**config.mk**
```make
export PLATFORM = sky130hd
export DESIGN_NAME = comb_dp_rr_scheduler
export DESIGN_NICKNAME = d
export VERILOG_FILES = /design/src/rtl/comb_dp_rr_scheduler.sv
export SDC_FILE = /design/constraint.sdc
export NUM_CORES = 1
export LEC_CHECK = 0
export ABC_AREA = 1
export BUFFER_PORTS_ARGS = -buffer_cell sky130_fd_sc_hd__buf_2
export CORE_MARGIN = 5
export CORE_UTILIZATION = 47
export CTS_CLUSTER_DIAMETER = 40
export DETAILED_ROUTE_END_ITERATION = 8
export PLACE_DENSITY = 0.86
export SLEW_MARGIN = 15
export SYNTH_ARGS = -nofsm -noshare
export SYNTH_HDL_FRONTEND = slang
export SYNTH_SLANG_ARGS = --single-unit
export TNS_END_PERCENT = 5
```
**constraint.sdc**
```tcl
create_clock -name clk -period 2.65 [get_ports clk]
set_input_delay 0.53 -clock clk [delete_from_list [all_inputs] [get_ports clk]]
set_output_delay 0.53 -clock clk [all_outputs]
set_load 0.01 [all_outputs]
```
**src/rtl/comb_dp_rr_scheduler.sv**
```systemverilog
// rtl/comb_dp_rr_scheduler.sv - round-robin time-sharing of one combinational datapath
// Grants one requester, drives its operands onto dp_in, waits the settle time, returns dp_out.
module comb_dp_rr_scheduler #(
  parameter int NREQ     = 4,
  parameter int IW       = 28,
  parameter int OW       = 18,
  parameter int SETTLE_W = 4,
  localparam int IDW     = (NREQ > 1) ? $clog2(NREQ) : 1
) (
  input  logic                clk,
  input  logic                rst_n,
  input  logic [NREQ-1:0]     req_valid,
  output logic [NREQ-1:0]     req_ready,
  input  logic [NREQ*IW-1:0]  req_data,
  input  logic [SETTLE_W-1:0] settle_cyc,
  output logic [IW-1:0]       dp_in,
  input  logic [OW-1:0]       dp_out,
  output logic                rsp_valid,
  input  logic                rsp_ready,
  output logic [OW-1:0]       rsp_data,
  output logic [IDW-1:0]      rsp_id,
  output logic                busy
);

  typedef enum logic [1:0] {S_IDLE, S_SETTLE, S_RESP} state_t;

  localparam logic [IDW:0] NREQ_W = (IDW+1)'(NREQ);

  state_t              state, state_next;
  logic [IDW-1:0]      rr_ptr;
  logic [SETTLE_W-1:0] cnt;
  logic                found;
  logic [IDW-1:0]      grant_idx;
  logic [IDW:0]        sum;
  logic [SETTLE_W-1:0] settle_eff;

  // Circular search for the first valid requester at or after rr_ptr.
  always_comb begin
    found     = 1'b0;
    grant_idx = '0;
    sum       = '0;
    for (int i = 0; i < NREQ; i++) begin
      sum = {1'b0, rr_ptr} + (IDW+1)'(i);
      if (sum >= NREQ_W) sum = sum - NREQ_W;
      if (!found && req_valid[sum[IDW-1:0]]) begin
        found     = 1'b1;
        grant_idx = sum[IDW-1:0];
      end
    end
  end

  assign settle_eff = (settle_cyc == '0) ? SETTLE_W'(1) : settle_cyc;
  assign req_ready  = (state == S_IDLE && found) ? (NREQ'(1) << grant_idx) : '0;
  assign busy       = (state != S_IDLE);

  always_ff @(posedge clk or negedge rst_n) begin
    if (!rst_n) state <= S_IDLE;
    else        state <= state_next;
  end

  always_comb begin
    state_next = state;
    case (state)
      S_IDLE:   if (found) state_next = S_SETTLE;
      S_SETTLE: if (cnt <= SETTLE_W'(1)) state_next = S_RESP;
      S_RESP:   if (rsp_ready) state_next = S_IDLE;
      default:  state_next = S_IDLE;
    endcase
  end

  always_ff @(posedge clk or negedge rst_n) begin
    if (!rst_n) begin
      rr_ptr    <= '0;
      cnt       <= '0;
      dp_in     <= '0;
      rsp_valid <= 1'b0;
      rsp_data  <= '0;
      rsp_id    <= '0;
    end else begin
      case (state)
        S_IDLE: begin
          if (found) begin
            dp_in  <= req_data[grant_idx*IW +: IW];
            rsp_id <= grant_idx;
            rr_ptr <= (grant_idx == IDW'(NREQ-1)) ? '0 : grant_idx + IDW'(1);
            cnt    <= settle_eff;
          end
        end
        S_SETTLE: begin
          // Capture on the last settle cycle; dp_in stays driven until the next grant.
          if (cnt <= SETTLE_W'(1)) begin
            rsp_data  <= dp_out;
            rsp_valid <= 1'b1;
            cnt       <= '0;
          end else begin
            cnt <= cnt - SETTLE_W'(1);
          end
        end
        S_RESP: begin
          if (rsp_ready) rsp_valid <= 1'b0;
        end
        default: ;
      endcase
    end
  end

endmodule

```
==> results of run 1 <==
repair_timing:
| item | in CTS | in global routing |
|---|---|---|
| endpoints found under the setup margin | 4 | 4 |
| pin swaps | 0 | 6 |
| setup buffers | 2 | 6 |
| resized for setup | 5 | 19 |
| endpoints found under the hold margin | 0 | 0 |
layer usage:
layer	part of all wire	track usage
met5	0	0
met4	0.020	0.08678
met3	0.060	0.03276
met2	0.52	0.3947
met1	0.40	0.2740
worst max-delay path: cells and delay by family, from the launching register on:
kind | cells | cell delay, ns
buffers and inverters | 4 | 0.43
flip-flops | 1 | 0.45
AND/OR/NAND/NOR | 9 | 0.80
stage by stage:
| step | setup WS, ns | util | instances | hold slack [ns] |
|---|---|---|---|---|
| after floorplan | 0.4961 | - | 601 | 0.2344 |
| after global placement | 0.2357 | 0.6020 | 881 | 0.4483 |
| after detailed placement | 0.1648 | 0.6020 | 881 | 0.4533 |
| final | 0.1037 | 0.6444 | 905 | 0.1703 |
| after CTS | -0.007305 | 0.6323 | 899 | 0.1844 |
| after global routing | -0.03624 | 0.6444 | 905 | 0.2090 |
cells by family (layout without fill, tap and decap cells):
kind of cell | count (synthesis) | count (layout) | share of synthesized area
AO/OA/AOI/OAI | 16 | 16 | 0.02180
adder cells (fa/ha/maj) | 2 | 2 | 0.006228
buffers and inverters | 57 | 256 | 0.09063
flip-flops | 57 | 57 | 0.3550
XOR/XNOR | 2 | 2 | 0.004361
AND/OR/NAND/NOR | 467 | 467 | 0.5220
state kept, by name (all words and copies together), names as in the netlist:
| register | count |
|---|---|
| state | 2 |
| rsp_id | 2 |
| dp_in | 28 |
| rsp_data | 18 |
| rr_ptr | 2 |
| rsp_valid | 1 |
| cnt | 4 |
power by group through the flow:
stage	clock, mW	combinational [mW]	sequential (mW)
floorplan	0	4.21	1.68
global placement	0	5.38	1.52
detailed placement	0	5.47	1.52
CTS	0.927	5.54	1.51
global route	0.970	6.48	1.58
finish	0.916	5.71	1.52
area by class of cell:
| class | instances | area [um^2] | area share |
|---|---|---|---|
| clock inverter | 5 | 78.83 | 0.01481 |
| inverter | 22 | 93.84 | 0.01763 |
| clock buffer | 11 | 141.4 | 0.02657 |
| timing repair buffer | 218 | 1189 | 0.2234 |
| tap | 105 | 131.4 | 0.02469 |
| multi-input combinational | 487 | 2260 | 0.4246 |
| sequential | 57 | 1428 | 0.2683 |
synthesized netlist by cell type, drive strengths merged:
cell,instances,area [um^2]
o211ai,1,7.510
o22ai,3,18.77
a21oi,4,20.02
nand4,1,6.260
xor2,1,8.760
o21ai,7,35.03
nand3,69,575.5
buf,31,266.5
inv,22,82.58
clkbuf,4,15.01
dfrtp,57,1426
nand2,386,1466
ha,2,25.02
nor2,11,48.80
a31oi,1,6.260
xnor2,1,8.760
worst paths after layout:
kind / from / to / slack (ns)
min reg2reg: rsp_data[2] / rsp_data[2] / 0.47
min in group clk: dp_out[10] / rsp_data[10] / 0.39
max in group asynchronous: rst_n / rr_ptr[0] / 1.80
max reg2reg: rr_ptr[0] / dp_in[17] / 0.37
min: rst_n / dp_in[11] / 0.17
max: rr_ptr[0] / req_ready[1] / 0.10
==> results_dict.tcl, run 1 <==
set metrics [dict create \
    status "finished, final reports clean" \
    gr-usage-all-layers 0.2237 \
    dr_total_vias 4408 \
    cts-htree-levels 3 \
    dieArea_um2 10500 \
    finalInstanceArea_um2 5321 \
    antenna_found_initial 0 \
    cts_tree "done" \
    dpl_cell_area_um2 4971 \
    dieHeight_um 102.5 \
    crit_slowest_cell "dfrtp_2" \
    wl_per_cell_um 13.14 \
    total_power_mw 8.146 \
    grt_overflow 0 \
    syn-num-nets 744 \
    peakVddDrop_uv 1150 \
    postRouteAntennaNets 0 \
    synth.cell_area_um2 4018 \
    seq_area_frac_synth 0.3550 \
    tightest_slew_ns 0.6367 \
    cts.path.max_buffers 2 \
    synth.avg_cell_area_um2 6.685 \
    core_area_um2 8258 \
    cp-start-kind "flip-flop" \
    route.detailed.drc 0 \
    maxSlewViolCount 0 \
    critPathRequiredTime_ns 2.12 \
    grt_pass1_vias 4108 \
    p_per_area_nw_per_um2 1531 \
    post-route-period-util 0.9609 \
    endpoint_kind "output port" \
    first_iter_violations 143 \
    pwr-share-clk 0.112 \
    cts_hold_buf 0 \
    row_count 33 \
    synthToLayoutAreaGrowth_pct 32.45 \
    path_clk_slew_ns 0.07 \
    grt_pass1_wl_um 18690 \
    seqPwrFrac 0.187 \
    hold_viol_final 0 \
    layout_common_cells "nand2_1 (373), buf_2 (193), dfrtp_1 (56)" \
    diodes 0 \
    numCtsBuffers 9 \
    fin_worst_skew_ns 0.01032 \
    initial_core_util 0.4865 \
    slowest_delay_ns 0.45 \
    p_comb_frac 0.700 \
    dp_hpwl_um 8982 \
    switchingPower_mw 4.234 \
    ys_ff_latch 57 \
    first_pass_iters 6 \
    reg2reg_depth 16 \
    rsz0062_at_grt "yes" \
    ys_types 25 \
    tns_ns 0 \
    finalCriticalPeriod_ns 2.546 \
    critPathKind "reg2out" \
    worstPathArrival_ns 2.02 \
    max_freq_ghz 0.3927 \
    setup_viol_count_final 0 \
    crit_chain "buf_6, nand2_1, nand2_2, nand2_2, nand2_2, nor2_4, nand3_4, nand2_4, buf_8, nor2_2, nand2_1, inv_2, buf_6" \
    synth_warnings 0 \
    cts_root_buffer "clkbuf_8" \
    drive_gt1_frac 0.3763 \
    ios 195 \
    fillers 789 \
    layout.cells.most_common "nand2_1" \
    p_leak_nw 3.279 \
    die_w_um 102.5 \
    vias_per_cell 4.871 \
    crit_top_cell "nand2_2" \
    slew_headroom 0.5755 \
    swShare 0.5197 \
    gp_congestion 0.8505 \
    worstHoldPathType "in2async" \
    grt_max_degree 45 \
    numPortBuffers 194 \
    internal_power_mw 3.912 \
    drv_cap 0 \
    clock_sinks 57 \
    clk_latency_ns 0.34 \
    wl_um 11890 \
    crit_fanout 8 \
    synthCells 601 \
    nNetsFinal 938 \
]
(Power assumes the default switching activity.)
==> inputs of run 2 (changes only) <==
- CAP_MARGIN: default -> 0
- CELL_PAD_IN_SITES_DETAIL_PLACEMENT: default -> 0
- CELL_PAD_IN_SITES_GLOBAL_PLACEMENT: default -> 1
- CORE_UTILIZATION: 47 -> 31
- PLACE_DENSITY: 0.86 -> 0.85
- REMOVE_ABC_BUFFERS: default -> 1
==> run 2 against run 1 <==
Sequential power hardly changed. Register-to-register slack better by 0.15 ns. Fmax increased by 2.1%. Clock power increased by 40%. Total power rose by 5.2%. Utilization down 21 points.
==> results_dict.tcl, run 2 (same netlist as run 1, synthesis figures left out) <==
set metrics [dict create \
    finalInstanceArea_um2 5474 \
    wl_per_cell_um 13.19 \
    grt_pass1_vias 4074 \
    dpl_cell_area_um2 5095 \
    status "finished, final reports clean" \
    placed_cells 950 \
    layout_common_cells "nand2_1 (377), buf_2 (194), dfrtp_1 (56)" \
    maxSlewViolCount 0 \
    antenna_found_initial 0 \
    cts_tree "done" \
    grt_pass1_wl_um 19900 \
    grt_max_degree 48 \
    hold_viol_final 0 \
    ios 195 \
    drv_cap 0 \
    worstPathArrival_ns 1.96 \
    fillers 1396 \
    largest_reg_flops 28 \
    gp_congestion 0.8020 \
    crit_slowest_cell "dfrtp_2" \
    slowest_delay_ns 0.45 \
    clock_sinks 57 \
    crit_fanout 7 \
    dieArea_um2 15340 \
    dp_hpwl_um 9624 \
    finalCriticalPeriod_ns 2.494 \
    crit_top_cell "nand2_1" \
    instances_no_fill 969 \
    gr-usage-all-layers 0.1639 \
    fin_worst_skew_ns 0.006681 \
    vias_per_cell 4.412 \
    tightest_slew_ns 0.6279 \
    finish.utilization 0.4320 \
    critPathKind "reg2out" \
    first_pass_iters 4 \
    p_per_area_nw_per_um2 1565 \
    peakVddDrop_uv 616.5 \
    grt_overflow 0 \
    dieHeight_um 123.8 \
    slew_headroom 0.5809 \
    rsz0062_at_grt "no" \
    route.detailed.drc 0 \
    cts_root_buffer "clkbuf_16" \
    max_freq_ghz 0.4009 \
    numPortBuffers 194 \
    setup_viol_count_final 0 \
    synthToLayoutAreaGrowth_pct 36.25 \
    top_register "dp_in" \
    crit_chain "buf_6, nand2_1, nand3_1, nand2_2, inv_1, nand4_1, nand3_2, inv_2, nand2_1, nor2_2, buf_2" \
    path_clk_slew_ns 0.06 \
    clk_latency_ns 0.33 \
    cts-htree-levels 3 \
    critPathRequiredTime_ns 2.12 \
    total_power_mw 8.568 \
    nNetsFinal 935 \
    die_w_um 123.8 \
    endpoint_kind "output port" \
    core_area_um2 12670 \
    postRouteAntennaNets 0 \
    reg_top3 "dp_in x28, rsp_data x18, cnt x4" \
    row_count 41 \
    tns_ns 0 \
    numCtsBuffers 9 \
    p_leak_nw 3.314 \
    cp-start-kind "flip-flop" \
    dr_total_vias 4275 \
    post-route-period-util 0.9413 \
    diodes 0 \
    cts.path.max_buffers 2 \
    cts_hold_buf 0 \
    drive_gt1_frac 0.3664 \
    worstHoldPathType "in2async" \
    first_iter_violations 163 \
    initial_core_util 0.3171 \
    layout.cells.most_common "nand2_1" \
    wl_um 12780 \
]
run 2: worst max-delay path, delay by kind of cell (launching register included):
family / cells / cell delay, ns
buffers and inverters: 4 / 0.51
AND/OR/NAND/NOR: 7 / 0.67
flip-flops: 1 / 0.45
run 2: cell type report:
type | instances | area (um^2) | share of cell area
Clock inverter | 7 | 101.3 | 0.01851
Tap cell | 172 | 215.2 | 0.03931
Sequential cell | 57 | 1428 | 0.2608
Inverter | 22 | 87.58 | 0.01600
Timing Repair Buffer | 215 | 1170 | 0.2137
Clock buffer | 9 | 225.2 | 0.04114
Multi-Input combinational cell | 487 | 2247 | 0.4105
run 2: final timing paths:
path                                end  cells past startpoint  slack [ns]   startpoint
hold / removal                   cnt[0]                      1        0.21        rst_n
hold reg to reg             rsp_data[7]                      2        0.47  rsp_data[7]
setup reg to reg              dp_in[19]                     16        0.52    rr_ptr[0]
min in group clk           rsp_data[14]                      3        0.40   dp_out[14]
max in group asynchronous      dp_in[8]                      2        1.83        rst_n
setup / recovery           req_ready[0]                     11        0.16    rr_ptr[0]
run 2: timing repair:
action | 4_1_cts | 5_1_grt
setup endpoints to repair | 2 | 4
resized for setup | 2 | 9
pin swaps | 0 | 0
cloned | 0 | 0
buffers inserted | 0 | 3
run 2: report_power, final:
group | leakage, nW | internal, mW | switching [mW]
logic | 2.45 | 2.05 | 3.72
clock network | 0.153 | 0.830 | 0.446
registers | 0.708 | 1.30 | 0.227
total | 3.31 | 4.18 | 4.39
run 2: through the flow:
stage               hold slack, ns  worst slack [ns]
global placement            0.4486            0.3083
finish                      0.2134            0.1556
CTS                         0.2253         -0.005853
detailed placement          0.4531            0.2764
floorplan                   0.2344           -0.8343
global route                0.2505           0.01065
run 2: per-layer routing:
layer | GRT usage | vias to the layer above | routed length (um)
met5 | 0 | - | 0
met4 | 0.04567 | 0 | 114
met3 | 0.04042 | 11 | 838
met2 | 0.2697 | 112 | 5977
met1 | 0.2139 | 1918 | 5855
li1 | - | 2234 | -
==> inputs of run 3 (changes only) <==
- ABC_AREA: 1 -> default
- CORE_UTILIZATION: 31 -> 29
- PLACE_DENSITY: 0.85 -> 0.84
==> run 3 against run 2 <==
Cell count shrank 36%. Die area fell by 21%. Total power fell by 42%. Sequential power grew 5%. Largest power group unchanged.
==> results_dict.tcl, run 3 <==
set metrics [dict create \
    numPortBuffers 194 \
    drv_cap 0 \
    wl_um 10240 \
    worstPathArrival_ns 1.90 \
    synthToLayoutAreaGrowth_pct 44.66 \
    cts_root_buffer "clkbuf_8" \
    initial_core_util 0.2972 \
    route.detailed.drc 0 \
    status "finished, final reports clean" \
    top_register "dp_in" \
    peakVddDrop_uv 389.3 \
    largest_reg_flops 28 \
    total_power_mw 4.955 \
    grt_pass1_vias 3303 \
    finish.utilization 0.4299 \
    ys_async_sr_fraction 1.000 \
    die_w_um 109.9 \
    wl_per_cell_um 16.60 \
    synth_top_area_frac 0.4933 \
    hold_viol_final 0 \
    dieHeight_um 109.9 \
    pre_cts_ws_ns 0.2704 \
    synthCells 290 \
    diodes 0 \
    yosysMostFrequentCell "a21oi_1" \
    cts-htree-levels 3 \
    ys_ff_latch 57 \
    gr-usage-all-layers 0.1694 \
    layout_common_cells "buf_2 (194), a21oi_1 (60), dfrtp_1 (57)" \
    antenna_found_initial 0 \
    critPathRequiredTime_ns 2.12 \
    post-cts-setup-buffers 0 \
    ys_types 37 \
    setup_slack_ns 0.2195 \
    finalCriticalPeriod_ns 2.430 \
    maxSlewViolCount 0 \
    synthTopCellsByCount "a21oi_1 (60), dfrtp_1 (57), nor2_1 (42)" \
    synth_area_leader_cell "dfrtp_1" \
    multi_input_area_um2 1309 \
    drive_gt1_frac 0.4897 \
    synth_warnings 0 \
    grt_max_degree 37 \
    reg_top3 "dp_in x28, rsp_data x18, cnt x4" \
    gp_congestion 0.7599 \
    seqCellArea_um2 1426 \
    grt_pass1_wl_um 15900 \
    seq_area_frac_synth 0.4933 \
    max_freq_ghz 0.4114 \
    endpoint_kind "output port" \
    ios 195 \
    layout.cells.most_common "buf_2" \
    clk_latency_ns 0.33 \
    fin_worst_skew_ns 0.007739 \
    fillers 1024 \
    postRouteAntennaNets 0 \
    dp_hpwl_um 7777 \
    nNetsFinal 622 \
    row_count 36 \
    dieArea_um2 12070 \
    cts_hold_buf 0 \
    setup_viol_count_final 0 \
    synth-edff-count 0 \
    synth-main-ff-cell "dfrtp_1" \
    vias_per_cell 5.105 \
    cts_tree "done" \
    first_iter_violations 212 \
    grt_overflow 0 \
    synth.cell_area_um2 2892 \
    tightest_slew_ns 0.6873 \
    p_per_area_nw_per_um2 1185 \
    crit_fanout 10 \
    worstHoldPathType "in2async" \
    first_pass_iters 7 \
    p_leak_nw 2.056 \
    rsz0062_at_grt "no" \
    critPathKind "reg2out" \
    synth_area_leaders "dfrtp_1 (49%), a21oi_1 (10%), a222oi_1 (9.7%)" \
    dr_total_vias 3150 \
    path_clk_slew_ns 0.06 \
    clock_sinks 57 \
    cts.path.max_buffers 2 \
    numCtsBuffers 9 \
    reg2reg_depth 5 \
    synth.avg_cell_area_um2 9.971 \
    cts_resized 0 \
    cp-start-kind "flip-flop" \
    dpl_cell_area_um2 3986 \
    slew_headroom 0.5418 \
    finalInstanceArea_um2 4183 \
    post-route-period-util 0.9172 \
    core_area_um2 9729 \
]
run 3: critical path, cell delays in order, from the launching register on:
cell	delay, ns
dfrtp_1	0.54
nand2b_1	0.16
a21oi_1	0.06
a221o_1	0.31
or2_1	0.26
nor2_1	0.11
buf_2	0.14
run 3: cell type report:
type                    count  area share
well taps                 133     0.03978
multi-input cells         201      0.3129
repair buffers            205      0.2549
flip-flops and latches     57      0.3410
inverters                   5    0.004487
clock inverters             5     0.01316
clock buffers              11     0.03380
run 3: stage by stage:
stage	hold slack [ns]	instances	setup TNS [ns]
floorplan	0.2344	263	-0.3503
global placement	0.4560	601	0
detailed placement	0.4614	601	0
CTS	0.2015	617	0
global route	0.2057	617	0
finish	0.1951	617	0
run 3: worst paths after layout:
path	start	to	slack (ns)
max in group asynchronous	rst_n	rsp_data[2]	1.87
min in group clk	dp_out[9]	rsp_data[9]	0.41
setup reg to reg	rr_ptr[1]	dp_in[21]	0.72
setup / recovery	rr_ptr[1]	req_ready[1]	0.22
hold reg to reg	rsp_id[0]	rsp_id[0]	0.47
hold / removal	rst_n	rr_ptr[1]	0.20
run 3: layer usage:
metal  GRT usage  wire length, um  vias to the layer above
met2      0.2933             5298                      135
met5           0                0                        -
met1      0.1960             4034                     1536
met4     0.05699               63                        0
met3     0.05520              844                        6
li1            -                -                     1473
run 3: logic make-up (layout without fill, tap and decap cells):
kind of cell             after synthesis  in the layout  synth area share
adder cells (fa/ha/maj)                2              2          0.008653
multiplexers                          21             21           0.08049
buffers and inverters                 32            226           0.05495
AND/OR/NAND/NOR                       69             69            0.1064
flip-flops                            57             57            0.4933
AO/OA/AOI/OAI                        109            109            0.2562
run 3: report_power, final:
part / switching, mW / internal, mW
combinational: 1.42 / 1.12
clock: 0.365 / 0.457
sequential: 0.268 / 1.33
total: 2.05 / 2.90
